[config.mk]
export PLATFORM = sky130hd
export DESIGN_NAME = mc_control_fsm
export DESIGN_NICKNAME = d
export VERILOG_FILES = /design/src/rtl/mc_ctrl_pkg.sv /design/src/rtl/mc_ctrl_decode.sv /design/src/rtl/mc_control_fsm.sv
export SDC_FILE = /design/constraint.sdc
export NUM_CORES = 1
export LEC_CHECK = 0
export ABC_AREA = 0
export CORE_MARGIN = 2
export CORE_UTILIZATION = 40
export CTS_CLUSTER_DIAMETER = 50
export DETAILED_ROUTE_END_ITERATION = 12
export PLACE_DENSITY = 0.76
export SYNTH_ARGS = -nofsm -noshare
export SYNTH_HDL_FRONTEND = slang
export SYNTH_HIERARCHICAL = 1
export SYNTH_SLANG_ARGS = --single-unit
[constraint.sdc]
create_clock -name clk -period 1.9 [get_ports clk]
set_input_delay 0.285 -clock clk [delete_from_list [all_inputs] [get_ports clk]]
set_output_delay 0.285 -clock clk [all_outputs]
set_load 0.005 [all_outputs]
[src/rtl/mc_ctrl_pkg.sv]
// Shared encodings for the multicycle control unit: states, opcodes, mux codes
// and the packed control vector produced by mc_ctrl_decode.
package mc_ctrl_pkg;

  typedef enum logic [3:0] {
    S_FETCH  = 4'd0,
    S_DECODE = 4'd1,
    S_MEMADR = 4'd2,
    S_MEMRD  = 4'd3,
    S_MEMWB  = 4'd4,
    S_MEMWR  = 4'd5,
    S_EXEC   = 4'd6,
    S_ALUWB  = 4'd7,
    S_BRANCH = 4'd8,
    S_ADDIEX = 4'd9,
    S_ADDIWB = 4'd10,
    S_JUMP   = 4'd11,
    S_TRAP   = 4'd12
  } state_t;

  localparam logic [5:0] OP_RTYPE = 6'b000000;
  localparam logic [5:0] OP_LW    = 6'b100011;
  localparam logic [5:0] OP_SW    = 6'b101011;
  localparam logic [5:0] OP_BEQ   = 6'b000100;
  localparam logic [5:0] OP_ADDI  = 6'b001000;
  localparam logic [5:0] OP_J     = 6'b000010;

  localparam logic [1:0] ALU_ADD   = 2'b00;
  localparam logic [1:0] ALU_SUB   = 2'b01;
  localparam logic [1:0] ALU_FUNCT = 2'b10;

  localparam logic [1:0] SRCB_REG  = 2'b00;
  localparam logic [1:0] SRCB_FOUR = 2'b01;
  localparam logic [1:0] SRCB_IMM  = 2'b10;
  localparam logic [1:0] SRCB_IMM2 = 2'b11;

  localparam logic [1:0] PCSRC_ALU    = 2'b00;
  localparam logic [1:0] PCSRC_ALUOUT = 2'b01;
  localparam logic [1:0] PCSRC_JUMP   = 2'b10;

  typedef struct packed {
    logic       pc_en;
    logic       i_or_d;
    logic       mem_read;
    logic       mem_write;
    logic       ir_write;
    logic       reg_write;
    logic       mem_to_reg;
    logic       reg_dst;
    logic       alu_src_a;
    logic [1:0] alu_src_b;
    logic [1:0] alu_op;
    logic [1:0] pc_source;
    logic       instr_done;
  } ctrl_t;

  localparam int CTRL_W = $bits(ctrl_t);

endpackage

[src/rtl/mc_ctrl_decode.sv]
// Combinational output decode: (state, mem_ready, zero) -> datapath control vector.
module mc_ctrl_decode
  import mc_ctrl_pkg::*;
(
  input  logic [3:0]        i_state,
  input  logic              i_mem_ready,
  input  logic              i_zero,
  input  logic              i_nop_retire,
  output logic [CTRL_W-1:0] o_ctrl
);

  ctrl_t w_ctrl;

  always_comb begin
    w_ctrl = '0;
    case (state_t'(i_state))
      S_FETCH: begin
        w_ctrl.mem_read  = 1'b1;
        w_ctrl.alu_src_b = SRCB_FOUR;
        w_ctrl.ir_write  = i_mem_ready;
        w_ctrl.pc_en     = i_mem_ready;
      end
      S_DECODE: begin
        w_ctrl.alu_src_b  = SRCB_IMM2;
        // unknown opcode retires here as a NOP when trapping is disabled
        w_ctrl.instr_done = i_nop_retire;
      end
      S_MEMADR: begin
        w_ctrl.alu_src_a = 1'b1;
        w_ctrl.alu_src_b = SRCB_IMM;
      end
      S_MEMRD: begin
        w_ctrl.i_or_d   = 1'b1;
        w_ctrl.mem_read = 1'b1;
      end
      S_MEMWB: begin
        w_ctrl.reg_write  = 1'b1;
        w_ctrl.mem_to_reg = 1'b1;
        w_ctrl.instr_done = 1'b1;
      end
      S_MEMWR: begin
        w_ctrl.i_or_d     = 1'b1;
        w_ctrl.mem_write  = 1'b1;
        w_ctrl.instr_done = i_mem_ready;
      end
      S_EXEC: begin
        w_ctrl.alu_src_a = 1'b1;
        w_ctrl.alu_op    = ALU_FUNCT;
      end
      S_ALUWB: begin
        w_ctrl.reg_write  = 1'b1;
        w_ctrl.reg_dst    = 1'b1;
        w_ctrl.instr_done = 1'b1;
      end
      S_BRANCH: begin
        w_ctrl.alu_src_a  = 1'b1;
        w_ctrl.alu_op     = ALU_SUB;
        w_ctrl.pc_source  = PCSRC_ALUOUT;
        w_ctrl.pc_en      = i_zero;
        w_ctrl.instr_done = 1'b1;
      end
      S_ADDIEX: begin
        w_ctrl.alu_src_a = 1'b1;
        w_ctrl.alu_src_b = SRCB_IMM;
      end
      S_ADDIWB: begin
        w_ctrl.reg_write  = 1'b1;
        w_ctrl.instr_done = 1'b1;
      end
      S_JUMP: begin
        w_ctrl.pc_source  = PCSRC_JUMP;
        w_ctrl.pc_en      = 1'b1;
        w_ctrl.instr_done = 1'b1;
      end
      default: w_ctrl = '0;
    endcase
  end

  assign o_ctrl = w_ctrl;

endmodule

[src/rtl/mc_control_fsm.sv]
// Multicycle MIPS-subset control unit: state register plus next-state logic.
// Define MC_ILLEGAL_TRAP_EN to lock into a TRAP state on unknown opcodes.
module mc_control_fsm
  import mc_ctrl_pkg::*;
#(
  parameter int OPC_W = 6
) (
  input  logic             clk,
  input  logic             rst,
  input  logic [OPC_W-1:0] opcode,
  input  logic             zero,
  input  logic             mem_ready,
  output logic             pc_en,
  output logic             i_or_d,
  output logic             mem_read,
  output logic             mem_write,
  output logic             ir_write,
  output logic             reg_write,
  output logic             mem_to_reg,
  output logic             reg_dst,
  output logic             alu_src_a,
  output logic [1:0]       alu_src_b,
  output logic [1:0]       alu_op,
  output logic [1:0]       pc_source,
  output logic             instr_done,
  output logic             illegal_op
);

  state_t            r_state;
  state_t            w_state_next;
  logic              w_op_known;
  logic              w_nop_retire;
  logic [CTRL_W-1:0] w_ctrl_vec;
  ctrl_t             w_out;

  assign w_op_known = (opcode == OPC_W'(OP_RTYPE)) || (opcode == OPC_W'(OP_LW))   ||
                      (opcode == OPC_W'(OP_SW))    || (opcode == OPC_W'(OP_BEQ))  ||
                      (opcode == OPC_W'(OP_ADDI))  || (opcode == OPC_W'(OP_J));

`ifdef MC_ILLEGAL_TRAP_EN
  assign w_nop_retire = 1'b0;
  assign illegal_op   = ~rst & (r_state == S_TRAP);
`else
  assign w_nop_retire = ~w_op_known;
  assign illegal_op   = 1'b0;
`endif

  always_comb begin
    w_state_next = r_state;
    case (r_state)
      S_FETCH:  if (mem_ready) w_state_next = S_DECODE;
      S_DECODE: begin
        if ((opcode == OPC_W'(OP_LW)) || (opcode == OPC_W'(OP_SW))) w_state_next = S_MEMADR;
        else if (opcode == OPC_W'(OP_RTYPE)) w_state_next = S_EXEC;
        else if (opcode == OPC_W'(OP_BEQ))   w_state_next = S_BRANCH;
        else if (opcode == OPC_W'(OP_ADDI))  w_state_next = S_ADDIEX;
        else if (opcode == OPC_W'(OP_J))     w_state_next = S_JUMP;
`ifdef MC_ILLEGAL_TRAP_EN
        else                                 w_state_next = S_TRAP;
`else
        else                                 w_state_next = S_FETCH;
`endif
      end
      S_MEMADR: w_state_next = (opcode == OPC_W'(OP_LW)) ? S_MEMRD : S_MEMWR;
      S_MEMRD:  if (mem_ready) w_state_next = S_MEMWB;
      S_MEMWB:  w_state_next = S_FETCH;
      S_MEMWR:  if (mem_ready) w_state_next = S_FETCH;
      S_EXEC:   w_state_next = S_ALUWB;
      S_ALUWB:  w_state_next = S_FETCH;
      S_BRANCH: w_state_next = S_FETCH;
      S_ADDIEX: w_state_next = S_ADDIWB;
      S_ADDIWB: w_state_next = S_FETCH;
      S_JUMP:   w_state_next = S_FETCH;
      S_TRAP:   w_state_next = S_TRAP;
      default:  w_state_next = S_FETCH;
    endcase
  end

  always_ff @(posedge clk or posedge rst) begin
    if (rst) r_state <= S_FETCH;
    else     r_state <= w_state_next;
  end

  mc_ctrl_decode u_decode (
    .i_state      (r_state),
    .i_mem_ready  (mem_ready),
    .i_zero       (zero),
    .i_nop_retire (w_nop_retire),
    .o_ctrl       (w_ctrl_vec)
  );

  // reset masks the decode immediately so no strobe survives the reset edge
  assign w_out = rst ? '0 : ctrl_t'(w_ctrl_vec);

  assign pc_en      = w_out.pc_en;
  assign i_or_d     = w_out.i_or_d;
  assign mem_read   = w_out.mem_read;
  assign mem_write  = w_out.mem_write;
  assign ir_write   = w_out.ir_write;
  assign reg_write  = w_out.reg_write;
  assign mem_to_reg = w_out.mem_to_reg;
  assign reg_dst    = w_out.reg_dst;
  assign alu_src_a  = w_out.alu_src_a;
  assign alu_src_b  = w_out.alu_src_b;
  assign alu_op     = w_out.alu_op;
  assign pc_source  = w_out.pc_source;
  assign instr_done = w_out.instr_done;

endmodule

### Word-level counts from Yosys, hierarchy flattened

Cells that the tools add are included.
Widths: inputs -> output; s select.

| operators by class | value |
|---|---|
| eq/ne operators | 20 |
| mux-type cells | 24 |
| bitwise logic cells | 1 |
| reduce and logical (&&, ||, !) cells | 15 |

Operators with widths:

| operator | count |
|---|---|
| $mux 4 | 8 |
| $pmux 4 s8 | 1 |
| $eq 4x4->1 const B | 5 |
| $eq 4x3->1 const B | 4 |
| $mux 16 | 1 |
| $eq 6x6->1 const B | 2 |
| $eq 4x2->1 const B | 2 |
| $mux 1 | 8 |
| $pmux 2 s2 | 2 |
| $eq 6x2->1 const B | 1 |
| $eq 6x3->1 const B | 1 |
| $eq 6x4->1 const B | 1 |
| $logic_not 6->1 | 1 |
| $logic_or 1x1->1 | 6 |
| $ne 2x2->1 const B | 3 |
| $pmux 1 s3 | 2 |
| $pmux 2 s3 | 1 |
| $reduce_or 2->1 | 3 |
| $reduce_or 5->1 | 1 |
| $eq 4x1->1 const B | 1 |
| $logic_not 4->1 | 1 |
| $reduce_or 4->1 | 1 |
| $mux 3 | 1 |
| $reduce_and 3->1 | 1 |
| 2 further kinds | 2 |

| storage, ports and cells | value |
|---|---|
| register bits after elaboration | 4 |
| input bits | 10 |
| output and inout port bits | 17 |
| logic and storage cells | 61 |

### Depth between registers and ports, before layout

Gate-level depths: netlist (run 1).

| depth | value |
|---|---|
| depth after elaboration | 9 |
| mapped depth | 8 |
| mapped depth without buffers | 7 |

### Hierarchy

Netlist (run 1), hierarchy kept.

By module, submodules not included:

| module | times used | cells an instance | area an instance (µm²) |
|---|---|---|---|
| mc_control_fsm | 1 | 68 | 513.0 |
| mc_ctrl_decode | 1 | 37 | 254.0 |

### Worst setup path before layout (run 1)

Ideal clock, no wire load.

| timing | value |
|---|---|
| kind | input to output |
| start point | in opcode[2] |
| end point | out instr_done |
| arrival time | 1.534 ns |
| path slack | 0.081 ns |
| stages | 8 |
| buffers on the path | 1 |
| cell sequence | buf_6 maj3_1 o32ai_1 nand2b_1 and4bb_2 a21oi_1 o22ai_1 nor2b_1 |

| between the ends | value |
|---|---|
| cells in the longest elaborated chain, start to end | 9 |
| elaborated cells between the ends (all ways) | 14 |
| classes of those cells | eq/ne: 5; mux: 2; bitwise: 1; reduce/logical: 6 |

RTL lines:

| item | RTL line | RTL |
|---|---|---|
| start: declaration | mc_control_fsm.sv:10 | `input logic [OPC_W-1:0] opcode,` |
| $eq 6x6->1 or $logic_not 6->1 (tied branches) | mc_control_fsm.sv:36 | `assign w_op_known = (opcode == OPC_W'(OP_RTYPE)) \|\| (opcode == OPC_W'(OP_LW)) \|\|` |
| $logic_or 1x1->1 (2 in a row) | mc_control_fsm.sv:36 |  |
| $logic_or 1x1->1 (2 in a row) | mc_control_fsm.sv:37 | `(opcode == OPC_W'(OP_SW)) \|\| (opcode == OPC_W'(OP_BEQ)) \|\|` |
| $logic_or 1x1->1 (*) | mc_control_fsm.sv:38 | `(opcode == OPC_W'(OP_ADDI)) \|\| (opcode == OPC_W'(OP_J));` |
| $not 1->1 (*) | mc_control_fsm.sv:44 | `assign w_nop_retire = ~w_op_known;` |
| via w_nop_retire | mc_control_fsm.sv:32 | `logic w_nop_retire;` |
| $pmux 1 s3 (*) | mc_ctrl_decode.sv:16 | `case (state_t'(i_state))` |
| via w_ctrl_vec[0] | mc_control_fsm.sv:33 | `logic [CTRL_W-1:0] w_ctrl_vec;` |
| $mux 16 (*) | mc_control_fsm.sv:93 | `assign w_out = rst ? '0 : ctrl_t'(w_ctrl_vec);` |
| end: declaration | mc_control_fsm.sv:25 | `output logic instr_done,` |

The timed path passes the listed nets; every way through them passes the cells marked *.

### Worst setup path in the final report (run 1)

| timing | value |
|---|---|
| start point | in opcode[1] |
| end point | out instr_done |

Same word-level chain as after synthesis.

==> results of run 1 <==
## kinds of logic (layout without fill, tap and decap cells)
family                     after synthesis  after routing
AOI/OAI and AO/OA                       22             22
buffers and inverters                   13             59
other                                    1              1
DFF                                      4              4
muxes                                    1              1
adders and majority gates                1              1
and+or+nand+nor                         60             60
xor gates and xnor gates                 3              3
## routing by layer
layer	wire length, um	part of all wire	up-vias
li1	-	-	455
met1	918	0.42	419
met2	1120	0.51	36
met3	108	0.049	4
met4	35	0.016	0
met5	0	0	-
## through the flow
| step | std cells | instance area [sq um] | util | TNS, ns |
|---|---|---|---|---|
| 2_1_floorplan | 105 | 767 | - | 0 |
| 3_3_place_gp | 165 | 1120 | 0.633 | -0.871 |
| 3_5_place_dp | 165 | 1120 | 0.633 | -1.03 |
| 4_1_cts | 173 | 1200 | 0.679 | -0.110 |
| 5_1_grt | 176 | 1230 | 0.699 | -0.322 |
| 6_report | 176 | 1230 | 0.699 | -0.105 |
## cells in the mapped netlist (3+ instances only)
cell type | count | area (sq um)
a21oi_1 | 5 | 25.0
buf_6 | 5 | 56.3
dfrtp_1 | 4 | 100
nand2_1 | 5 | 18.8
nand2b_1 | 5 | 31.3
nand3_1 | 3 | 15.0
nor2_1 | 8 | 30.0
nor2b_1 | 19 | 119
nor3_1 | 5 | 25.0
o21ai_0 | 4 | 20.0
## power by group through the flow
stage / Sequential, uW / Combinational (uW) / Clock (uW)
6_report: 126 / 524 / 106
3_3_place_gp: 128 / 442 / 0
2_1_floorplan: 118 / 281 / 0
5_1_grt: 127 / 573 / 116
3_5_place_dp: 128 / 455 / 0
4_1_cts: 126 / 481 / 107
## timing repair
item,CTS,global route
endpoints found under the hold margin,0,0
pin swaps,5,5
endpoints found under the setup margin,16,8
buffers inserted,5,3
resized for setup,52,12
hold buffers,0,0
## final cells by class
class / count / area (sq um) / area share
clock buffer: 3 / 22.5 / 0.0183
inverter: 2 / 7.51 / 0.00609
multi-input combinational: 88 / 627 / 0.509
sequential: 4 / 105 / 0.0853
tap: 25 / 31.3 / 0.0254
timing repair buffer: 54 / 439 / 0.356
## cell usage in the layout (no fill, tap or decap), types with 2 or more instances in the layout
cell type	n
buf_4	27
nor2b_1	18
dlygate4sd2_1	12
nor2_1	8
nand2_1	5
buf_6	5
o21ai_0	4
nor3_1	4
a21oi_1	4
clkdlybuf4s50_1	4
dfrtp_2	4
nand2b_4	4
nand2b_1	3
clkbuf_4	3
clkbuf_2	3
xor2_1	2
inv_1	2
nand3b_1	2
buf_2	2
nor3_2	2
a21oi_2	2
nand3_1	2
## worst max-delay path, cell delays in order
cell and delay [ns]:
buf_6 0.09, maj3_2 0.30, o32ai_2 0.21, nand2b_1 0.09, and4bb_2 0.24, a21oi_2 0.13, o22ai_2 0.09, nor2b_1 0.13
buf_2 0.12
## final timing paths
kind,startpoint,endpoint,depth (start not counted)
min in group clk,opcode[1],r_state[3],5
min reg2reg,r_state[3],r_state[0],2
max in group asynchronous,rst,r_state[1],3
min,rst,r_state[3],3
max,opcode[1],instr_done,9
max reg2reg,r_state[2],r_state[1],4
==> flow_summary.toml, run 1 <==
[yosys]
yosysWarnings = 6
synth_xor_area_frac = 0.0343
synthAdderAreaFrac = 0.0131
ys_async_sr_fraction = 1.00
synth_area_per_cell_sq_um = 7.30
synth.mux.area_fraction = 0.0131
synth-edff-count = 0
yosysSeqAreaShare = 0.131
synth_cell_types = 43
netlist_area_sq_um = 767
syn_nets = 115
synth_cells = 105
synthFlopType = "dfrtp_1"
synth_top_family_by_area = "simple AND/OR/NAND/NOR gates"
synth_compound_area_frac = 0.191
synthSimpleGateAreaFrac = 0.488
ys_ff_latch = 4

[power_and_ir_drop]
p_leak_uw = 0.000548
power_frac_comb = 0.693
vdd_drop_max_v = 0.000506
finalPower_uw = 756
seq_power_share = 0.166
netSwitchingFraction = 0.378
p_clk_frac = 0.141
cellPowerDensity_nw_per_um2 = 613
p_int_uw = 470
p_sw_uw = 286

[global_route]
grt_antenna_before_repair = 0
grt_max_degree = 18
grt_first_pass_wirelength_mm = 3.19
busiest_layer = "met2"
use_met2 = 0.395
grt_util_all_layers = 0.197
met3_usage = 0.0113
grt_use_met1 = 0.208
grt_pass1_vias = 782
grt-ovfl-total = 0

[min_path]
min_path_type = "in -> async"

[route]
drtIter0Drc = 18
dr.pass1.iters = 4
post_drt_wl_per_cell_um = 12.4
vias_per_cell = 5.19
final_antenna_net_count = 0
vias = 914
drc = 0
wl_mm = 2.18

[worst_setup_path]
crit_path_max_fanout = 2
arrival_ns = 1.69
r2r_slack_ns = 0.24
path_class = "in -> out"
worst_setup_path_start_kind = "primary input"
end_kind = "output port"
required_ns = 1.62

[cells_and_area]
drive_above_1_share = 0.411
reg_top3 = "r_state (4)"
n_fill_cell = 175
antenna_cells = 0
nets = 163
top_register = "r_state"
area_growth_pct = 60.7
largest_reg_flops = 4

[die]
start_util = 0.435
core_sq_um = 1760
rows = 15
die_w_um = 47.8
pin_count = 27
fp.dieH_um = 47.8
dieArea_sq_um = 2280

[cts]
cts_max_level = 1
cts_tree = "yes"
cts.sinks = 4
cts_buffers = 3
clk_latency_ns = 0.24
clockBufferDepth = 2
cts.clk_slew.worst_paths_ns = 0.04
cts-root-buf = "clkbuf_4"

[timing]
setup_ws_ns = -0.0789
setup_viol = 2
holdWs_ns = 0.452
skew_ns = 0.00157
rsz0062_at_grt = "yes"
fmax_mhz = 505
drv_slew = 0
period_needed_ns = 1.98
hold_viol = 0
post-route-period-util = 1.04

[place]
pre_cts_ws_ns = -0.788
port_buffers = 25
gp_congestion = 0.822
hpwl_mm = 1.51

[flow_run]
cap_viol_max_count = 0

[outcome]
violations = "setup timing"
outcome = "finished, violations left"
Power figures use the tool's default switching activity.
==> inputs of run 2 (changes only) <==
- CTS_CLUSTER_DIAMETER: 50 -> 150
- DONT_BUFFER_PORTS: not set -> 1
- PLACE_DENSITY: 0.76 -> 0.58
==> run 2 against run 1 <==
The run now ends clean. Worst hold slack worse by 0.22 ns. Sequential cell count did not move. Combinational power down 44%. Critical path type unchanged. Critical endpoint unchanged.
==> flow_summary.toml, run 2 (synthesized netlist as in run 1, its figures left out) <==
[power_and_ir_drop]
vdd_drop_max_v = 0.000257
cellPowerDensity_nw_per_um2 = 689
p_leak_uw = 0.000268
finalPower_uw = 538

[route]
final_antenna_net_count = 0
dr.pass1.iters = 4
drtIter0Drc = 10
vias = 702
post_drt_wl_per_cell_um = 12.8
drc = 0
wl_mm = 1.64
vias_per_cell = 5.48

[timing]
rsz0062_at_grt = "no"
holdWs_ns = 0.233
skew_ns = 0.00204
fmax_mhz = 546
period_needed_ns = 1.83
setup_viol = 0
post-route-period-util = 0.964
drv_slew = 0
setup_ws_ns = 0.0676
tns_ns = 0
hold_viol = 0

[outcome]
outcome = "complete, no violations"

[worst_setup_path]
reg2reg_from = "r_state[2]"
end_kind = "output port"
r2r_cells = 4
cp.depth = 7
critPathBufInv = 0
required_ns = 1.62
path_delay_family = "simple AND/OR/NAND/NOR gates"
cp_cell_sequence = "maj3_1 > o32ai_1 > nand2b_1 > and4bb_2 > a21oi_1 > o22ai_1 > nor2b_1"
crit_path_max_fanout = 7
worst_setup_path_start_kind = "primary input"
path_class = "in -> out"
critPathSlowestCell = "maj3_1"
cpPeakStageDelay_ns = 0.34
arrival_ns = 1.55
cp-startpoint = "opcode[2]"

[die]
core_sq_um = 1760
pin_count = 27
die_w_um = 47.8
fp.dieH_um = 47.8
rows = 15
dieArea_sq_um = 2280
start_util = 0.435

[cells_and_area]
area_growth_pct = 1.79
drive_above_1_share = 0.165
largest_reg_flops = 4
final_common_cell = "nor2b_1"
n_fill_cell = 201
mostFrequentLayoutCells = "19 x nor2b_1, 8 x nor2_1"
fin_util = 0.443
nets = 115
reg_top3 = "r_state (4)"
top_register = "r_state"
antenna_cells = 0

[cts]
cts_buffers = 3
cts-root-buf = "clkbuf_4"
cts.sinks = 4
clk_latency_ns = 0.23
clockBufferDepth = 2
cts_tree = "yes"
cts_max_level = 1
post_cts_buffers = 0
cts.clk_slew.worst_paths_ns = 0.04

[global_route]
grt_util_all_layers = 0.161
grt-ovfl-total = 0
grt_max_degree = 18
grt_first_pass_wirelength_mm = 2.58
grt_antenna_before_repair = 0
grt_pass1_vias = 591

[place]
hpwl_mm = 1.26
pre_cts_ws_ns = 0.0846
gp_congestion = 0.837
port_buffers = 0

[min_path]
min_path_type = "in -> reg"
whs_path_depth = 1
holdCritStartpoint = "opcode[4]"

[flow_run]
cap_viol_max_count = 0
## run 2: changes by cell type in the layout (fill, tap and decap cells not counted), moves of 3 or more
cell | before | now
buf_4 | 27 | 5
buf_6 | 5 | 0
clkdlybuf4s50_1 | 4 | 0
dfrtp_1 | 0 | 3
dfrtp_2 | 4 | 1
dlygate4sd2_1 | 12 | 0
clkbuf_2 | 3 | 0
## run 2: final cells by class
type	count	area, sq um	share of cell area
repair buffers	6	47.5	0.0609
flip-flops and latches	4	101	0.130
inverters	2	7.51	0.00962
multi-input cells	88	571	0.731
clock buffers	3	22.5	0.0288
well taps	25	31.3	0.0401
## run 2: power breakdown
group | switching (uW) | leakage [uW] | internal (uW)
Sequential | 45.0 | 0.0000523 | 99.1
Combinational | 135 | 0.000201 | 157
Clock | 31.9 | 0.0000138 | 70.5
## run 2: worst register-to-register path, delay by kind of cell, from the launching register on
family,cells,cell delay [ns]
AO/OA/AOI/OAI,2,0.27
buffers and inverters,1,0.24
flip-flops,1,0.52
AND/OR/NAND/NOR,1,0.37
## run 2: path summary, 6_finish.rpt
kind	endpoint	slack (ns)
max in group asynchronous	r_state[1]	1.35
max	instr_done	0.07
min	r_state[1]	0.23
min in group asynchronous	r_state[0]	0.40
max reg2reg	r_state[2]	0.37
min reg2reg	r_state[0]	0.78
## run 2: layer usage
layer	vias to the layer above	part of all wire	GRT usage
met2	16	0.49	0.248
met1	326	0.47	0.220
li1	360	-	-
met4	0	0	0.0973
met3	0	0.041	0.00755
met5	-	0	0
## run 2: through the flow
stage                     cell area, sq um  instances
after floorplan                        767        105
after global placement                 747        124
after detailed placement               747        124
after CTS                              779        128
after global routing                   781        128
final                                  781        128
## run 2: repair_timing
item / CTS / global route
endpoints found under the setup margin: 0 / 1
hold buffers: 1 / 0
hold endpoints to repair: 4 / 0
resized for setup: 0 / 1
